--- src/rtl/spi_master_global_pkg.sv ---
// rtl/spi_master_global_pkg.sv - shared constants, FSM state type and length helpers for the SPI master
// Contents:
//   NO_OF_SLAVES  default number of active-low chip selects
//   DATA_WIDTH    maximum bits per transfer (fixed at 32)
//   spi_state_e   engine FSM states
//   eff_len       maps a raw 6-bit length request to 1..DATA_WIDTH
//   beat_count    number of sclk beats for a length in single or quad mode
package spi_master_global_pkg;

    localparam int NO_OF_SLAVES = 1;
    localparam int DATA_WIDTH   = 32;

    typedef enum logic [1:0] {
        IDLE     = 2'd0,
        CS_SETUP = 2'd1,
        SHIFT    = 2'd2,
        CS_HOLD  = 2'd3
    } spi_state_e;

    // A length of zero, or anything beyond the word size, means a full word.
    function automatic logic [5:0] eff_len(input logic [5:0] len);
        if (len == 6'd0 || len > 6'(DATA_WIDTH)) begin
            return 6'(DATA_WIDTH);
        end
        return len;
    endfunction

    // Quad mode moves a nibble per beat, rounding a partial nibble up.
    function automatic logic [5:0] beat_count(input logic [5:0] len, input logic quad);
        logic [5:0] padded;
        padded = len + 6'd3;
        return quad ? (padded >> 2) : len;
    endfunction

endpackage

--- src/rtl/spi_sclk_gen.sv ---
// rtl/spi_sclk_gen.sv - sclk divider producing phase ticks and sclk edge strobes
// Ports:
//   clk_i          system clock (pclk), rising edge
//   reset_i        synchronous active-high reset
//   run_i          divider counts while high, held at zero otherwise
//   shift_i        sclk toggles on each tick while high, forced low otherwise
//   tick_o         last pclk cycle of a CLK_DIV-long phase
//   rise_strobe_o  this pclk edge takes sclk 0->1
//   fall_strobe_o  this pclk edge takes sclk 1->0
//   sclk_o         registered SPI clock
module spi_sclk_gen #(
    parameter int CLK_DIV = 4
) (
    input  logic clk_i,
    input  logic reset_i,
    input  logic run_i,
    input  logic shift_i,
    output logic tick_o,
    output logic rise_strobe_o,
    output logic fall_strobe_o,
    output logic sclk_o
);

    localparam logic [7:0] TERM = 8'(CLK_DIV - 1);

    logic [7:0] cnt_q, cnt_d;
    logic       sclk_q, sclk_d;

    assign tick_o        = run_i && (cnt_q == TERM);
    assign rise_strobe_o = tick_o && shift_i && !sclk_q;
    assign fall_strobe_o = tick_o && shift_i && sclk_q;
    assign sclk_o        = sclk_q;

    always_comb begin
        cnt_d  = cnt_q;
        sclk_d = sclk_q;
        // Reload at the terminal count; the increment guard keeps the
        // counter from ever running past it.
        if (!run_i || tick_o) begin
            cnt_d = '0;
        end else if (cnt_q < TERM) begin
            cnt_d = cnt_q + 8'd1;
        end
        if (!shift_i) begin
            sclk_d = 1'b0;
        end else if (tick_o) begin
            sclk_d = !sclk_q;
        end
    end

    always_ff @(posedge clk_i) begin
        if (reset_i) begin
            cnt_q  <= '0;
            sclk_q <= 1'b0;
        end else begin
            cnt_q  <= cnt_d;
            sclk_q <= sclk_d;
        end
    end

endmodule

--- src/rtl/spi_master_engine.sv ---
// rtl/spi_master_engine.sv - single/quad SPI master (mode 0) with command handshake
// Ports:
//   pclk, areset             clock and synchronous active-high reset
//   tx_valid/tx_ready        command handshake; accepted when both high
//   tx_data, tx_len          word and bit count (0 or >32 means 32), MSB-first
//   tx_quad, tx_slave        quad mode select and chip-select index
//   rx_data, rx_valid        right-justified received bits, one-cycle pulse
//   busy                     high from acceptance until back in IDLE
//   sclk, cs                 SPI clock (CPOL=0, CPHA=0), active-low selects
//   mosi0..3, miso0..3       data lines (only index 0 used in single mode)
module spi_master_engine #(
    parameter int  NO_OF_SLAVES = spi_master_global_pkg::NO_OF_SLAVES,
    parameter int  CLK_DIV      = 4,
    parameter int  DATA_WIDTH   = spi_master_global_pkg::DATA_WIDTH,
    localparam int SLV_W        = (NO_OF_SLAVES > 1) ? $clog2(NO_OF_SLAVES) : 1
) (
    input  logic                    pclk,
    input  logic                    areset,
    input  logic                    tx_valid,
    output logic                    tx_ready,
    input  logic [DATA_WIDTH-1:0]   tx_data,
    input  logic [5:0]              tx_len,
    input  logic                    tx_quad,
    input  logic [SLV_W-1:0]        tx_slave,
    output logic [DATA_WIDTH-1:0]   rx_data,
    output logic                    rx_valid,
    output logic                    busy,
    output logic                    sclk,
    output logic [NO_OF_SLAVES-1:0] cs,
    output logic                    mosi0,
    output logic                    mosi1,
    output logic                    mosi2,
    output logic                    mosi3,
    input  logic                    miso0,
    input  logic                    miso1,
    input  logic                    miso2,
    input  logic                    miso3
);

    typedef spi_master_global_pkg::spi_state_e state_e;

    state_e                  state_q, state_d;
    logic [DATA_WIDTH-1:0]   sh_q, sh_d;
    logic [DATA_WIDTH-1:0]   rx_q, rx_d;
    logic [5:0]              beats_q, beats_d;
    logic [5:0]              beat_q, beat_d;
    logic                    quad_q, quad_d;
    logic [SLV_W-1:0]        slave_q, slave_d;

    logic                    tick;
    logic                    rise_strobe;
    logic                    fall_strobe;
    logic                    accept;
    logic [5:0]              len_eff;

    assign tx_ready = (state_q == spi_master_global_pkg::IDLE) && !areset;
    assign accept   = tx_valid && tx_ready;
    assign busy     = (state_q != spi_master_global_pkg::IDLE);
    assign len_eff  = spi_master_global_pkg::eff_len(tx_len);

    spi_sclk_gen #(
        .CLK_DIV(CLK_DIV)
    ) u_sclk_gen (
        .clk_i        (pclk),
        .reset_i      (areset),
        .run_i        (busy),
        .shift_i      (state_q == spi_master_global_pkg::SHIFT),
        .tick_o       (tick),
        .rise_strobe_o(rise_strobe),
        .fall_strobe_o(fall_strobe),
        .sclk_o       (sclk)
    );

    // rx_valid lands in the last CS_HOLD cycle so that tx_ready rises the
    // cycle after it and the cs-low window covers the whole hold phase.
    assign rx_valid = (state_q == spi_master_global_pkg::CS_HOLD) && tick && !areset;
    assign rx_data  = rx_q;

    // The transmit word is kept left-aligned so the outgoing bit/nibble is
    // always at the top; unused low bits shift in as zero padding.
    assign mosi0 = busy && (quad_q ? sh_q[DATA_WIDTH-4] : sh_q[DATA_WIDTH-1]);
    assign mosi1 = busy && quad_q && sh_q[DATA_WIDTH-3];
    assign mosi2 = busy && quad_q && sh_q[DATA_WIDTH-2];
    assign mosi3 = busy && quad_q && sh_q[DATA_WIDTH-1];

    // An out-of-range slave index matches no select, so the transfer runs
    // with every cs left high.
    for (genvar i = 0; i < NO_OF_SLAVES; i++) begin : g_cs
        assign cs[i] = !(busy && (slave_q == SLV_W'(i)));
    end

    always_comb begin
        state_d = state_q;
        sh_d    = sh_q;
        rx_d    = rx_q;
        beats_d = beats_q;
        beat_d  = beat_q;
        quad_d  = quad_q;
        slave_d = slave_q;
        case (state_q)
            spi_master_global_pkg::IDLE: begin
                if (accept) begin
                    state_d = spi_master_global_pkg::CS_SETUP;
                    sh_d    = tx_data << (6'(DATA_WIDTH) - len_eff);
                    rx_d    = '0;
                    beats_d = spi_master_global_pkg::beat_count(len_eff, tx_quad);
                    beat_d  = '0;
                    quad_d  = tx_quad;
                    slave_d = tx_slave;
                end
            end
            spi_master_global_pkg::CS_SETUP: begin
                if (tick) begin
                    state_d = spi_master_global_pkg::SHIFT;
                end
            end
            spi_master_global_pkg::SHIFT: begin
                if (rise_strobe) begin
                    rx_d = quad_q ? {rx_q[DATA_WIDTH-5:0], miso3, miso2, miso1, miso0}
                                  : {rx_q[DATA_WIDTH-2:0], miso0};
                end
                if (fall_strobe) begin
                    sh_d = quad_q ? (sh_q << 4) : (sh_q << 1);
                    // The beat counter stops at the last beat instead of
                    // wrapping; the state change ends the shift phase.
                    if (beat_q == beats_q - 6'd1) begin
                        state_d = spi_master_global_pkg::CS_HOLD;
                    end else begin
                        beat_d = beat_q + 6'd1;
                    end
                end
            end
            spi_master_global_pkg::CS_HOLD: begin
                if (tick) begin
                    state_d = spi_master_global_pkg::IDLE;
                end
            end
            default: begin
                state_d = spi_master_global_pkg::IDLE;
            end
        endcase
    end

    always_ff @(posedge pclk) begin
        if (areset) begin
            state_q <= spi_master_global_pkg::IDLE;
            sh_q    <= '0;
            rx_q    <= '0;
            beats_q <= '0;
            beat_q  <= '0;
            quad_q  <= 1'b0;
            slave_q <= '0;
        end else begin
            state_q <= state_d;
            sh_q    <= sh_d;
            rx_q    <= rx_d;
            beats_q <= beats_d;
            beat_q  <= beat_d;
            quad_q  <= quad_d;
            slave_q <= slave_d;
        end
    end

endmodule

--- config.mk ---
export PLATFORM = sky130hd
export DESIGN_NAME = spi_master_engine
export DESIGN_NICKNAME = d
export VERILOG_FILES = /design/src/rtl/spi_master_global_pkg.sv /design/src/rtl/spi_sclk_gen.sv /design/src/rtl/spi_master_engine.sv
export SDC_FILE = /design/constraint.sdc
export NUM_CORES = 1
export LEC_CHECK = 0
export CAP_MARGIN = 5
export CELL_PAD_IN_SITES_DETAIL_PLACEMENT = 1
export CELL_PAD_IN_SITES_GLOBAL_PLACEMENT = 1
export CORE_MARGIN = 1
export CORE_UTILIZATION = 38
export CTS_BUF_LIST = sky130_fd_sc_hd__clkbuf_4 sky130_fd_sc_hd__clkbuf_8 sky130_fd_sc_hd__clkbuf_16
export CTS_CLUSTER_SIZE = 12
export DETAILED_ROUTE_END_ITERATION = 6
export GPL_ROUTABILITY_DRIVEN = 0
export PLACE_DENSITY = 0.89
export SLEW_MARGIN = 10
export SYNTH_ARGS = -nofsm -noshare
export SYNTH_HDL_FRONTEND = slang
export SYNTH_SLANG_ARGS = --single-unit
--- constraint.sdc ---
create_clock -name pclk -period 3.4 [get_ports pclk]
set_clock_uncertainty 0.1 [all_clocks]
set_input_delay 0.51 -clock pclk [delete_from_list [all_inputs] [get_ports pclk]]
set_output_delay 0.51 -clock pclk [all_outputs]
set_load 0.005 [all_outputs]
==> Implementation_results.wiki <==
{| class="wikitable"
! Metric !! Value
|-
| Reported max-cap violation count || 0
|-
| Cell area after synthesis || 6380 µm²
|-
| Outcome || finished clean
|-
| Delay of the slowest cell on the worst path || 470 ps
|-
| Final Cell Area || 7900 µm²
|-
| Largest net degree at the start of global routing || 89
|-
| Setup repair after global routing missed its margin || false
|-
| Area of the core || 16500 µm²
|-
| Post-layout instance count excluding filler cells || 1064
|-
| Final WS setup || 226 ps
|-
| Power density normalized to cell area || 461 nW/µm²
|-
| Num CTS Buffers || 9
|-
| Clock power frac || 26.3%
|-
| Length of the first detailed-routing pass in iterations || 5
|-
| Top library cells by usage in the layout, fill and taps aside || 94 x sky130_fd_sc_hd__nand2_1, 88 x sky130_fd_sc_hd__dfxtp_1, 86 x sky130_fd_sc_hd__clkdlybuf4s50_1
|-
| Destination of the worst register-to-register timing path || beat_q[5]
|-
| Max VDD drop || 0.204 mV
|-
| Number of distinct library cells after synthesis || 64
|-
| Total Power || 3.64 mW
|-
| Worst r2r path cells || 8
|-
| Area added between synthesis and finish || 23.8%
|-
| Initial antenna violation count || 0
|-
| Actual transition at the worst max-transition pin || 928 ps
|-
| Global-route wire length before repair || 35.0 mm
|-
| Number of rows created at floorplan || 47
|-
| Register-to-register path setup slack || 700 ps
|-
| First-iteration detailed-routing DRC count || 460
|-
| Source-to-sink clock delay at the later pin of the worst-skew pair || 350 ps
|-
| Overall track demand over capacity in global routing || 24.8%
|-
| Slew Viols, Final || 0
|-
| Clock Tree Buf Depth || 2
|-
| Layout net count || 895
|-
| Headroom to the max-slew limit || 38.1%
|-
| Synth Register Bits || 89
|-
| DP Wirelength || 15.1 mm
|-
| CTS sink count || 89
|-
| Final hold violation count || 0
|-
| Layout cell share with drive strength beyond 1 || 17.1%
|-
| Number of I/O pins || 88
|-
| Total wire length || 21.1 mm
|-
| Via count normalized by instance count || 6.03
|-
| Final Core Density || 48.0%
|-
| Beginning of the worst register-to-register path || beats_q[0]
|-
| Dominant register cell in the synthesized netlist || sky130_fd_sc_hd__dfxtp_1
|-
| Post-placement worst setup slack || -126 ps
|-
| Min-Delay Path Class || register to register
|-
| Switch share || 37.9%
|-
| Worst setup path startpoint || tx_len[0]
|-
| Register area || 1780 µm²
|-
| Crit path buf inv count || 4
|-
| Clock period minus final worst setup slack || 3170 ps
|-
| Top delay family on crit path || buffers and inverters
|-
| Worst path cell trace || clkdlybuf4s50_1, nor2b_2, inv_2, ha_1, buf_12, buf_4, mux2i_1, nand2_1, mux2i_1, nor4_1, nor4_1, o32ai_1
|-
| Launch instance of the worst min-delay path || u_sclk_gen.cnt_q[7]
|-
| Number of vias in the routed layout || 6411
|-
| Vias in the first global route || 6646
|-
| Lkg Pwr || 2.82 nW
|-
| Die Width || 132 µm
|-
| Initial core utilization || 38.7%
|-
| Internal power consumption || 2.26 mW
|-
| Sequential area share after synthesis || 27.9%
|-
| # H-tree levels || 3
|-
| Combinational share of power || 40.2%
|-
| Highest clock frequency the design can meet || 315 MHz
|-
| Total number of cells along the worst setup path || 12
|-
| Type of element launching the critical path || input pin
|-
| Remaining Overflow, GRT || 0
|-
| Worst path slowest cell || sky130_fd_sc_hd__clkdlybuf4s50_1
|-
| TritonCTS clock tree || built
|-
| Drc violations || 0
|-
| Area used by multi-input combinational logic || 4290 µm²
|-
| Category of the most critical setup path || input pin to register
|-
| Setup-failing EPs final || 0
|-
| Reg power frac || 33.5%
|-
| Critical Path RT || 3490 ps
|-
| Number of buffers added on ports || 87
|-
| Syn. warnings || 0
|-
| Post-route fraction of the period consumed by the critical path || 93.4%
|-
| Clock slew at the register clock pins of the worst setup and hold paths || 60 ps
|-
| Hold Worst Slack || 368 ps
|-
| Endpoint of the worst hold path || u_sclk_gen.cnt_q[7]
|-
| Clock root cell || sky130_fd_sc_hd__clkbuf_16
|-
| Final-layout setup total negative slack || 0 ps
|-
| Number of routed nets with antenna violations || 0
|-
| Placed Instances || 1049
|-
| Placed cell areas || 7620 µm²
|-
| Die Footprint || 17300 µm²
|-
| Number of instances in the synthesized netlist || 761
|-
| Fraction of registers with async set or reset after synthesis || 0%
|-
| Vertical die dimension || 132 µm
|-
| Number of nets produced by synthesis || 816
|-
| Number of instances on the worst hold path || 1
|-
| Fill count || 1984
|-
| Worst path arrival time || 3260 ps
|-
| Number of synthesized flops with an enable pin || 0
|-
| Worst-path fanout max || 13
|-
| Average size of a mapped cell || 8.38 µm²
|-
| Net load switching power || 1.38 mW
|-
| Number of antenna repair diodes || 0
|-
| Average routed wire per standard cell || 19.8 µm
|-
| Critical path endpoint category || register
|-
| Most common library cell in the layout ignoring fill and taps || sky130_fd_sc_hd__nand2_1
|}
-- worst register-to-register path, cell delays in order (launching register included) --
cell and delay [ps]:
sky130_fd_sc_hd__dfxtp_1 390, sky130_fd_sc_hd__inv_1 90, sky130_fd_sc_hd__ha_1 240, sky130_fd_sc_hd__nor2b_1 140, sky130_fd_sc_hd__or3_1 340, sky130_fd_sc_hd__a31o_2 280, sky130_fd_sc_hd__o31ai_2 610, sky130_fd_sc_hd__o21ai_0 280
sky130_fd_sc_hd__a21oi_1 180
-- registers in the layout (all words and copies together) (netlist names), 2 cells and up --
signal	flops
rx_data	32
sh_q	32
u_sclk_gen.cnt_q	8
beat_q	6
beats_q	6
state_q	2
-- worst max path at each step --
| stage | to |
|---|---|
| finish | sh_q[23] |
| detailed placement | sh_q[25] |
| global placement | sh_q[27] |
| floorplan | sh_q[25] |
| CTS | sh_q[23] |
| global route | sh_q[25] |
-- Yosys cell counts (9+ instances only) --
library cell                n  area [µm²]
sky130_fd_sc_hd__nand2_1   94         353
sky130_fd_sc_hd__dfxtp_1   89        1780
sky130_fd_sc_hd__a21oi_1   66         330
sky130_fd_sc_hd__nor2_1    63         236
sky130_fd_sc_hd__mux2i_1   53         531
sky130_fd_sc_hd__mux2_2    42         473
sky130_fd_sc_hd__nand3_1   40         200
sky130_fd_sc_hd__clkbuf_1  33         124
sky130_fd_sc_hd__mux4_2    24         541
sky130_fd_sc_hd__nor3_1    24         120
sky130_fd_sc_hd__o21ai_0   17        85.1
sky130_fd_sc_hd__a211oi_1  15         113
sky130_fd_sc_hd__buf_2     15        75.1
sky130_fd_sc_hd__inv_1     15        56.3
sky130_fd_sc_hd__a221oi_1  13         114
sky130_fd_sc_hd__and2_1    10        62.6
sky130_fd_sc_hd__buf_1      9        33.8
-- repair_timing --
item / CTS / global route
setup endpoints to repair: 0 / 1
hold buffers: 0 / 0
hold endpoints to repair: 0 / 0
buffers inserted: 0 / 0
resized for setup: 0 / 1
-- power groups by stage --
| stage | Clock (mW) | Sequential [mW] | Combinational (mW) |
|---|---|---|---|
| floorplan | 0 | 1.21 | 0.978 |
| global placement | 0 | 1.24 | 1.39 |
| detailed placement | 0 | 1.24 | 1.44 |
| CTS | 0.975 | 1.22 | 1.45 |
| global route | 1.01 | 1.23 | 1.58 |
| finish | 0.959 | 1.22 | 1.46 |
-- metal layers --
layer | track usage [%] | wire (µm) | up-vias | part of all wire (%)
met3 | 3.05 | 942 | 44 | 4.5
met2 | 43.4 | 10500 | 226 | 50
met5 | 0 | 0 | - | 0
li1 | - | - | 2989 | -
met4 | 9.63 | 678 | 0 | 3.2
met1 | 30.7 | 8980 | 3152 | 43
-- kinds of logic after synthesis --
group	count (synthesis)	synth area share [%]
AOI/OAI and AO/OA	183	19.0
xor gates and xnor gates	11	1.92
adders and majority gates	8	1.57
buffers and inverters	78	5.24
DFF	89	27.9
muxes	119	24.2
and+or+nand+nor	273	20.1
-- cell type report --
type                       instances  area share (%)
inverter                          16           0.760
clock buffer                      10            3.03
sequential                        89            22.6
tap                              220            3.48
clock inverter                     5           0.491
timing repair buffer             130            15.4
multi-input combinational        594            54.3
Note: power is estimated with default switching activity, not from simulation.
